`src/rtl/fp_pending_scoreboard_pkg.sv`:
```
// Shared defaults and types for the FP pending-write scoreboard.
package fp_sb_pkg;

    localparam int FP_SB_TOTAL_REGS = 32;
    localparam int FP_SB_CNT_W      = 2;
    localparam int FP_SB_NUM_WB     = 2;

    typedef logic [FP_SB_CNT_W-1:0] fp_sb_cnt_t;

    function automatic int fp_sb_cnt_max(input int cnt_w);
        return (1 << cnt_w) - 1;
    endfunction

endpackage

```
`src/rtl/fp_pending_scoreboard_if.sv`:
```
// Issue / source-check / write-back / query bundle between ID and the FP scoreboard.
interface fp_pending_scoreboard_if
    import fp_sb_pkg::*;
#(
    parameter int TOTAL_REGS = FP_SB_TOTAL_REGS,
    parameter int NUM_SRC    = 3,
    parameter int NUM_WB     = FP_SB_NUM_WB,
    parameter int NUM_QUERY  = 3
);
    localparam int AW = $clog2(TOTAL_REGS);

    logic                          issue_valid;
    logic [AW-1:0]                 issue_rd;
    logic [NUM_SRC-1:0][AW-1:0]    src_addr;
    logic [NUM_SRC-1:0]            src_used;
    logic [NUM_SRC-1:0]            src_fwd;
    logic [NUM_WB-1:0]             wb_valid;
    logic [NUM_WB-1:0][AW-1:0]     wb_addr;
    logic                          flush;
    logic                          stall;
    logic                          issue_accept;
    logic [NUM_QUERY-1:0][AW-1:0]  query_addr;
    logic [NUM_QUERY-1:0]          query_busy;
    logic [TOTAL_REGS-1:0]         busy_vec;
    logic                          underflow_err;
    logic                          no_dependency;

    modport master (
        output issue_valid, issue_rd, src_addr, src_used, src_fwd,
               wb_valid, wb_addr, flush, query_addr,
        input  stall, issue_accept, query_busy, busy_vec,
               underflow_err, no_dependency
    );

    modport slave (
        input  issue_valid, issue_rd, src_addr, src_used, src_fwd,
               wb_valid, wb_addr, flush, query_addr,
        output stall, issue_accept, query_busy, busy_vec,
               underflow_err, no_dependency
    );

endinterface

```
`src/rtl/fp_pending_scoreboard_counter.sv`:
```
// Per-register pending-write counter: +inc, -dec in one step, clamp at zero on underflow.
module fp_sb_counter #(
    parameter int CNT_W = 2,
    parameter int DEC_W = 2
) (
    input  logic             clk,
    input  logic             reset,
    input  logic             inc,
    input  logic [DEC_W-1:0] dec,
    input  logic             flush,
    output logic [CNT_W-1:0] cnt,
    output logic             underflow
);
    localparam int SW = (CNT_W + 1 > DEC_W) ? CNT_W + 1 : DEC_W;

    logic [CNT_W-1:0] cnt_q, cnt_d;
    logic [SW-1:0]    sum;

    always_comb begin
        cnt_d     = cnt_q;
        underflow = 1'b0;
        sum       = SW'(cnt_q) + SW'(inc);
        if (flush) begin
            cnt_d = '0;
        end else if (SW'(dec) > sum) begin
            cnt_d     = '0;
            underflow = 1'b1;
        end else begin
            // Upper bound is held by the issue stall, so truncation never drops a set bit.
            cnt_d = CNT_W'(sum - SW'(dec));
        end
    end

    always_ff @(posedge clk) begin
        if (reset) cnt_q <= '0;
        else       cnt_q <= cnt_d;
    end

    assign cnt = cnt_q;

endmodule

```
`src/rtl/fp_pending_scoreboard.sv`:
```
// FP register pending-write scoreboard: RAW stall, write-port saturation stall, busy queries.
module fp_pending_scoreboard
    import fp_sb_pkg::*;
#(
    parameter int TOTAL_REGS = FP_SB_TOTAL_REGS,
    parameter int NUM_SRC    = 3,
    parameter int NUM_WB     = FP_SB_NUM_WB,
    parameter int NUM_QUERY  = 3,
    parameter int CNT_W      = FP_SB_CNT_W
) (
    input  logic clk,
    input  logic reset,
    fp_pending_scoreboard_if.slave sb
);
    localparam int AW      = $clog2(TOTAL_REGS);
    localparam int DEC_W   = $clog2(NUM_WB + 1);
    localparam int CNT_MAX = fp_sb_cnt_max(CNT_W);

    logic [CNT_W-1:0]      cnt [TOTAL_REGS];
    logic [DEC_W-1:0]      dec [TOTAL_REGS];
    logic [TOTAL_REGS-1:0] busy;
    logic [TOTAL_REGS-1:0] inc;
    logic [TOTAL_REGS-1:0] uf;
    logic                  raw_hazard;
    logic                  rd_full;
    logic                  stall;
    logic                  accept;
    logic                  no_dep;
    logic [NUM_QUERY-1:0]  query_busy;
    logic                  underflow_err_q, underflow_err_d;

    always_comb begin
        for (int unsigned i = 0; i < unsigned'(TOTAL_REGS); i++) begin
            busy[i] = (cnt[i] != '0);
        end
    end

    // Hazards look only at registered counts; a same-cycle write-back does not unblock.
    always_comb begin
        raw_hazard = 1'b0;
        no_dep     = 1'b1;
        for (int unsigned i = 0; i < unsigned'(NUM_SRC); i++) begin
            if (sb.src_used[i] && busy[sb.src_addr[i]]) begin
                no_dep = 1'b0;
                if (!sb.src_fwd[i]) raw_hazard = 1'b1;
            end
        end
        rd_full = (cnt[sb.issue_rd] == CNT_W'(CNT_MAX));
        stall   = sb.issue_valid & (raw_hazard | rd_full);
        accept  = sb.issue_valid & ~stall;
    end

    always_comb begin
        for (int unsigned i = 0; i < unsigned'(TOTAL_REGS); i++) begin
            inc[i] = accept && (sb.issue_rd == AW'(i));
            dec[i] = '0;
            for (int unsigned j = 0; j < unsigned'(NUM_WB); j++) begin
                if (sb.wb_valid[j] && (sb.wb_addr[j] == AW'(i))) begin
                    dec[i] = dec[i] + DEC_W'(1);
                end
            end
        end
    end

    always_comb begin
        for (int unsigned k = 0; k < unsigned'(NUM_QUERY); k++) begin
            query_busy[k] = busy[sb.query_addr[k]];
        end
    end

    genvar g;
    generate
        for (g = 0; g < TOTAL_REGS; g++) begin : g_cnt
            fp_sb_counter #(
                .CNT_W (CNT_W),
                .DEC_W (DEC_W)
            ) u_cnt (
                .clk       (clk),
                .reset     (reset),
                .inc       (inc[g]),
                .dec       (dec[g]),
                .flush     (sb.flush),
                .cnt       (cnt[g]),
                .underflow (uf[g])
            );
        end
    endgenerate

    always_comb begin
        underflow_err_d = underflow_err_q | (|uf);
    end

    always_ff @(posedge clk) begin
        if (reset) underflow_err_q <= 1'b0;
        else       underflow_err_q <= underflow_err_d;
    end

    assign sb.stall         = stall;
    assign sb.issue_accept  = accept;
    assign sb.no_dependency = no_dep;
    assign sb.busy_vec      = busy;
    assign sb.query_busy    = query_busy;
    assign sb.underflow_err = underflow_err_q;

endmodule

```
`src/flat_wrapper.sv`:
```
// flat-port wrapper written by rule: the top's interface ports become plain ports
module fp_pending_scoreboard_flat import fp_sb_pkg::*;
#(
    parameter int TOTAL_REGS = FP_SB_TOTAL_REGS,
    parameter int NUM_SRC    = 3,
    parameter int NUM_WB     = FP_SB_NUM_WB,
    parameter int NUM_QUERY  = 3,
    parameter int CNT_W      = FP_SB_CNT_W
)
  (clk, reset, sb_issue_valid, sb_issue_rd, sb_src_addr, sb_src_used, sb_src_fwd, sb_wb_valid, sb_wb_addr, sb_flush, sb_query_addr, sb_stall, sb_issue_accept, sb_query_busy, sb_busy_vec, sb_underflow_err, sb_no_dependency);
  fp_pending_scoreboard_if #(.TOTAL_REGS(TOTAL_REGS), .NUM_SRC(NUM_SRC), .NUM_WB(NUM_WB), .NUM_QUERY(NUM_QUERY)) sb_i ();
  input  logic clk;
  input  logic reset;
  input wire logic [$bits(sb_i.issue_valid)-1:0] sb_issue_valid;
  input wire logic [$bits(sb_i.issue_rd)-1:0] sb_issue_rd;
  input wire logic [$bits(sb_i.src_addr)-1:0] sb_src_addr;
  input wire logic [$bits(sb_i.src_used)-1:0] sb_src_used;
  input wire logic [$bits(sb_i.src_fwd)-1:0] sb_src_fwd;
  input wire logic [$bits(sb_i.wb_valid)-1:0] sb_wb_valid;
  input wire logic [$bits(sb_i.wb_addr)-1:0] sb_wb_addr;
  input wire logic [$bits(sb_i.flush)-1:0] sb_flush;
  input wire logic [$bits(sb_i.query_addr)-1:0] sb_query_addr;
  output wire logic [$bits(sb_i.stall)-1:0] sb_stall;
  output wire logic [$bits(sb_i.issue_accept)-1:0] sb_issue_accept;
  output wire logic [$bits(sb_i.query_busy)-1:0] sb_query_busy;
  output wire logic [$bits(sb_i.busy_vec)-1:0] sb_busy_vec;
  output wire logic [$bits(sb_i.underflow_err)-1:0] sb_underflow_err;
  output wire logic [$bits(sb_i.no_dependency)-1:0] sb_no_dependency;
  assign sb_i.issue_valid = sb_issue_valid;
  assign sb_i.issue_rd = sb_issue_rd;
  assign sb_i.src_addr = sb_src_addr;
  assign sb_i.src_used = sb_src_used;
  assign sb_i.src_fwd = sb_src_fwd;
  assign sb_i.wb_valid = sb_wb_valid;
  assign sb_i.wb_addr = sb_wb_addr;
  assign sb_i.flush = sb_flush;
  assign sb_i.query_addr = sb_query_addr;
  assign sb_stall = sb_i.stall;
  assign sb_issue_accept = sb_i.issue_accept;
  assign sb_query_busy = sb_i.query_busy;
  assign sb_busy_vec = sb_i.busy_vec;
  assign sb_underflow_err = sb_i.underflow_err;
  assign sb_no_dependency = sb_i.no_dependency;
  fp_pending_scoreboard #(.TOTAL_REGS(TOTAL_REGS), .NUM_SRC(NUM_SRC), .NUM_WB(NUM_WB), .NUM_QUERY(NUM_QUERY), .CNT_W(CNT_W)) u_core (.clk(clk), .reset(reset), .sb(sb_i));
endmodule
```
`config.mk`:
```
export PLATFORM = sky130hd
export DESIGN_NAME = fp_pending_scoreboard_flat
export DESIGN_NICKNAME = d
export VERILOG_FILES = /design/src/rtl/fp_pending_scoreboard_pkg.sv /design/src/rtl/fp_pending_scoreboard_if.sv /design/src/rtl/fp_pending_scoreboard_counter.sv /design/src/rtl/fp_pending_scoreboard.sv /design/src/flat_wrapper.sv
export SDC_FILE = /design/constraint.sdc
export NUM_CORES = 1
export LEC_CHECK = 0
export CORE_ASPECT_RATIO = 2
export CORE_MARGIN = 1.5
export CORE_UTILIZATION = 51
export DETAILED_ROUTE_END_ITERATION = 8
export PLACE_DENSITY = 0.76
export SLEW_MARGIN = 10
export SYNTH_ARGS = -nofsm -noshare
export SYNTH_HDL_FRONTEND = slang
export SYNTH_HIERARCHICAL = 1
export SYNTH_SLANG_ARGS = --single-unit
```
`constraint.sdc`:
```
create_clock -name clk -period 4.35 [get_ports clk]
set_input_delay 0.6525 -clock clk [delete_from_list [all_inputs] [get_ports clk]]
set_output_delay 0.6525 -clock clk [all_outputs]
set_load 0.02 [all_outputs]
```
==> impl_metrics.py <==
metrics = {
    "status": {
        "run_status": "finished, violations left",
        "failed_checks": "negative setup slack",
    },
    "layout": {
        "commonest_non_fill_non_tap_cell_in_the_layout": "buf_4",
        "fin_cells": 1646,
        "most_used_cells_in_the_layout_excluding_fill_and_tap_cells": "272 x buf_4, 169 x ha_1, 125 x inv_1",
        "final.fill_count": 1049,
        "final-seq-area_mm2": 0.00130,
        "synthToLayoutAreaGrowth_pct": 49.7,
        "post_route_cells_drive_above_1_share": 0.352,
        "multiInputGateArea_mm2": 0.00782,
        "fin_nets": 1682,
    },
    "timing": {
        "final_critical_path_setup_slack_ns": -0.659,
        "timing.slew.headroom": 0.325,
        "tightest_slew_ns": 1.01,
        "max_freq_ghz": 0.200,
        "setup_viol": 3,
        "post-route-min-period_ns": 5.01,
        "rsz0062_at_grt": "true",
        "period_share": 1.15,
        "finalMaxSlewViolations": 0,
        "finClkSkew_ns": 0.00293,
        "finalHoldViolCount": 0,
        "final.hold.worst_slack_ns": 0.733,
    },
    "place": {
        "gpl.final_weighted_congestion": 1.05,
        "numPlacedInstances": 1606,
        "numPortBuffers": 95,
        "dpl.hpwl_um": 27300,
    },
    "logic_synthesis": {
        "syn_inst": 1065,
        "post_synth_instance_area_mm2": 0.00899,
        "main_synth_ff_type": "dfxtp_1",
        "sequential_area_share_after_synthesis": 0.145,
        "synthesized_netlist_net_count": 1314,
        "synth_async_sr_flop_share": 0,
        "yosys.cell_types.count": 46,
        "number_of_synthesis_warnings": 6,
        "synth_enable_flop_cells": 0,
        "ys_ff_latch": 65,
        "avgSynthCellArea_um2": 8.45,
    },
    "clocking": {
        "clk_pin_slew_ns": 0.05,
        "worst_skew_pair.late_latency_ns": 0.34,
        "tritoncts": "yes",
        "clock-root-buffer": "clkbuf_16",
        "cts-htree-levels": 3,
        "cts-buffers-inserted": 9,
        "clock_sinks": 65,
        "max-clock-path-buffers": 2,
    },
    "grt": {
        "first_global_vias": 11000,
        "grt_overflow": 0,
        "antenna_found_initial": 1,
        "maximum_number_of_pins_on_one_net_before_global_route_repair": 44,
        "global_route.usage.total": 0.414,
        "first_pass_grt_wire_length_um": 58800,
    },
    "drt": {
        "via_per_inst": 6.44,
        "routed_wire_per_std_cell_um": 23.5,
        "finalWirelength_um": 38700,
        "total_via_count_after_detailed_routing": 10600,
        "drt_pre_antenna_iters": 7,
        "initial_drc_count": 1006,
        "drc": 0,
        "detail_route_antenna_nets": 0,
    },
    "floorplan": {
        "core.rowCount": 68,
        "die_x_um": 96.9,
        "chip_height_um": 191,
        "die_area_mm2": 0.0185,
        "core_mm2": 0.0173,
        "design.portCount": 96,
        "start_util": 0.521,
    },
    "critical_path": {
        "r2r-end": "u_core/sb.underflow_err",
        "critical_path.reg2reg.startpoint": "u_core/g_cnt[26].u_cnt/cnt[0]",
        "worstPathRequired_ns": 4.57,
        "reg2reg_depth": 20,
        "cp_cell_sequence": "nor2_1, mux4_2, o22ai_2, or2_1, a2111oi_4, nand3_2, buf_4, nor2_1, buf_4, ha_1, ha_1, inv_1, ha_1, nor2b_1, o21a_1, nor2b_1, nor4_4, nand4_1, nor4_4, a21oi_2",
        "crit_fanout": 7,
        "setup.worst_path.end": "u_core/sb.underflow_err",
        "timing.critical_path.mode_cell": "ha_1",
        "rrSetupSlack_ns": -0.66,
        "worst_ep_arrival_time_ns": 5.22,
        "critical_path_end_type": "flip-flop",
        "critical_path.startpoint": "u_core/g_cnt[26].u_cnt/cnt[0]",
        "worstSetupPathType": "reg2reg",
        "delay_of_the_slowest_cell_on_the_worst_path_ns": 0.40,
        "worst_path_max_delay_cell": "nor4_4",
        "cp-start-kind": "flip-flop",
    },
    "min_path": {
        "hold_path.startpoint": "u_core/sb.underflow_err",
        "hp_class": "reg2reg",
    },
    "job": {
        "maxCapViolations": 0,
    },
    "power": {
        "vdd_drop_max_v": 0.000188,
        "p_per_area_mw_per_mm2": 149,
        "p_leak_nw": 5.96,
    },
}
## synth_stat cells, types with 3 or more instances
library cell,count,share of area
ha_1,192,0.27
inv_1,133,0.056
nor2_1,128,0.053
nor2b_1,75,0.052
dfxtp_1,65,0.14
nand2_1,50,0.021
nor4_1,47,0.033
mux4_2,42,0.11
a21oi_1,39,0.022
nor4_2,33,0.046
o21a_1,33,0.028
xor2_1,32,0.031
nand3_1,23,0.013
nor3_1,21,0.012
o21ai_0,20,0.011
clkbuf_1,14,0.0058
nand2b_1,14,0.0097
nor3b_1,13,0.011
a221oi_1,10,0.0097
buf_2,9,0.0050
nand3b_1,7,0.0058
o211ai_1,7,0.0058
a22oi_1,6,0.0050
buf_1,5,0.0021
mux2i_1,5,0.0056
o22ai_1,5,0.0035
or2_2,4,0.0028
a311oi_1,3,0.0029
a31oi_1,3,0.0021
buf_4,3,0.0025
nand4_1,3,0.0021
## cell families (layout without fill, tap and decap cells)
group,after synthesis,count (layout),synth area share
DFF,65,65,0.145
xor gates and xnor gates,32,32,0.0312
other,0,1,0
and+or+nand+nor,426,426,0.268
adders and majority gates,192,192,0.267
buffers and inverters,166,536,0.0734
AOI/OAI and AO/OA,135,135,0.0989
muxes,49,49,0.117
## worst min path at each step
stage	endpoint	cells after the start
floorplan	u_core/g_cnt[16].u_cnt/cnt[0]	3
detailed placement	u_core/sb.underflow_err	4
global route	u_core/sb.underflow_err	4
finish	u_core/sb.underflow_err	4
CTS	u_core/sb.underflow_err	4
global placement	u_core/sb.underflow_err	4
## registers in the layout, summed over array words and instances, names as in the netlist
register and flops:
u_core/g_cnt.u_cnt/cnt 64, u_core/sb.underflow_err 1
## worst max-delay path: cells and delay by family (launching register included)
| kind | cells | cell delay, ns |
|---|---|---|
| simple gates | 9 | 2.28 |
| flops | 1 | 0.37 |
| compound gates | 4 | 0.72 |
| mux | 1 | 0.38 |
| fa+ha+maj | 3 | 0.59 |
| buf+inv | 3 | 0.51 |
## timing repair
| item | in CTS | in global routing |
|---|---|---|
| gates resized for setup | 176 | 32 |
| setup buffers | 18 | 4 |
| hold buffers | 0 | 0 |
| pin swaps | 54 | 13 |
| endpoints found under the setup margin | 51 | 18 |
| gates cloned | 4 | 0 |
## layout make-up
type                    instances  area share
flip-flops and latches         65      0.0967
inverters                     133      0.0371
multi-input cells             834       0.581
well taps                     210      0.0195
clock buffers                  12      0.0183
diodes                          1    0.000186
clock inverters                 1    0.000372
repair buffers                390       0.247
## power breakdown
group          switching [mW]  leakage [nW]  internal (mW)
clock network           0.274         0.124          0.391
registers             0.00881         0.525          0.604
logic                   0.386          5.31          0.342
total                   0.668          5.96           1.34
## per-stage QoR
stage          setup slack [ns]  total power, mW  cell area, µm²  TNS (ns)   util
3_3_place_gp              -1.16             1.21           12100    -17.70  0.703
5_1_grt                  -0.779             2.08           13500    -0.995  0.779
6_report                 -0.659             2.01           13500    -0.674  0.779
3_5_place_dp              -1.30             1.22           12100    -27.68  0.703
4_1_cts                  -0.118             1.95           13300    -0.118  0.768
2_1_floorplan            0.0238            0.893            8990         0      -
## per-layer routing
metal,global-route usage,part of all wire
met2,0.719,0.48
met3,0.0894,0.079
met5,0,0.00039
met4,0.388,0.12
met1,0.402,0.32
(Power assumes the default switching activity.)
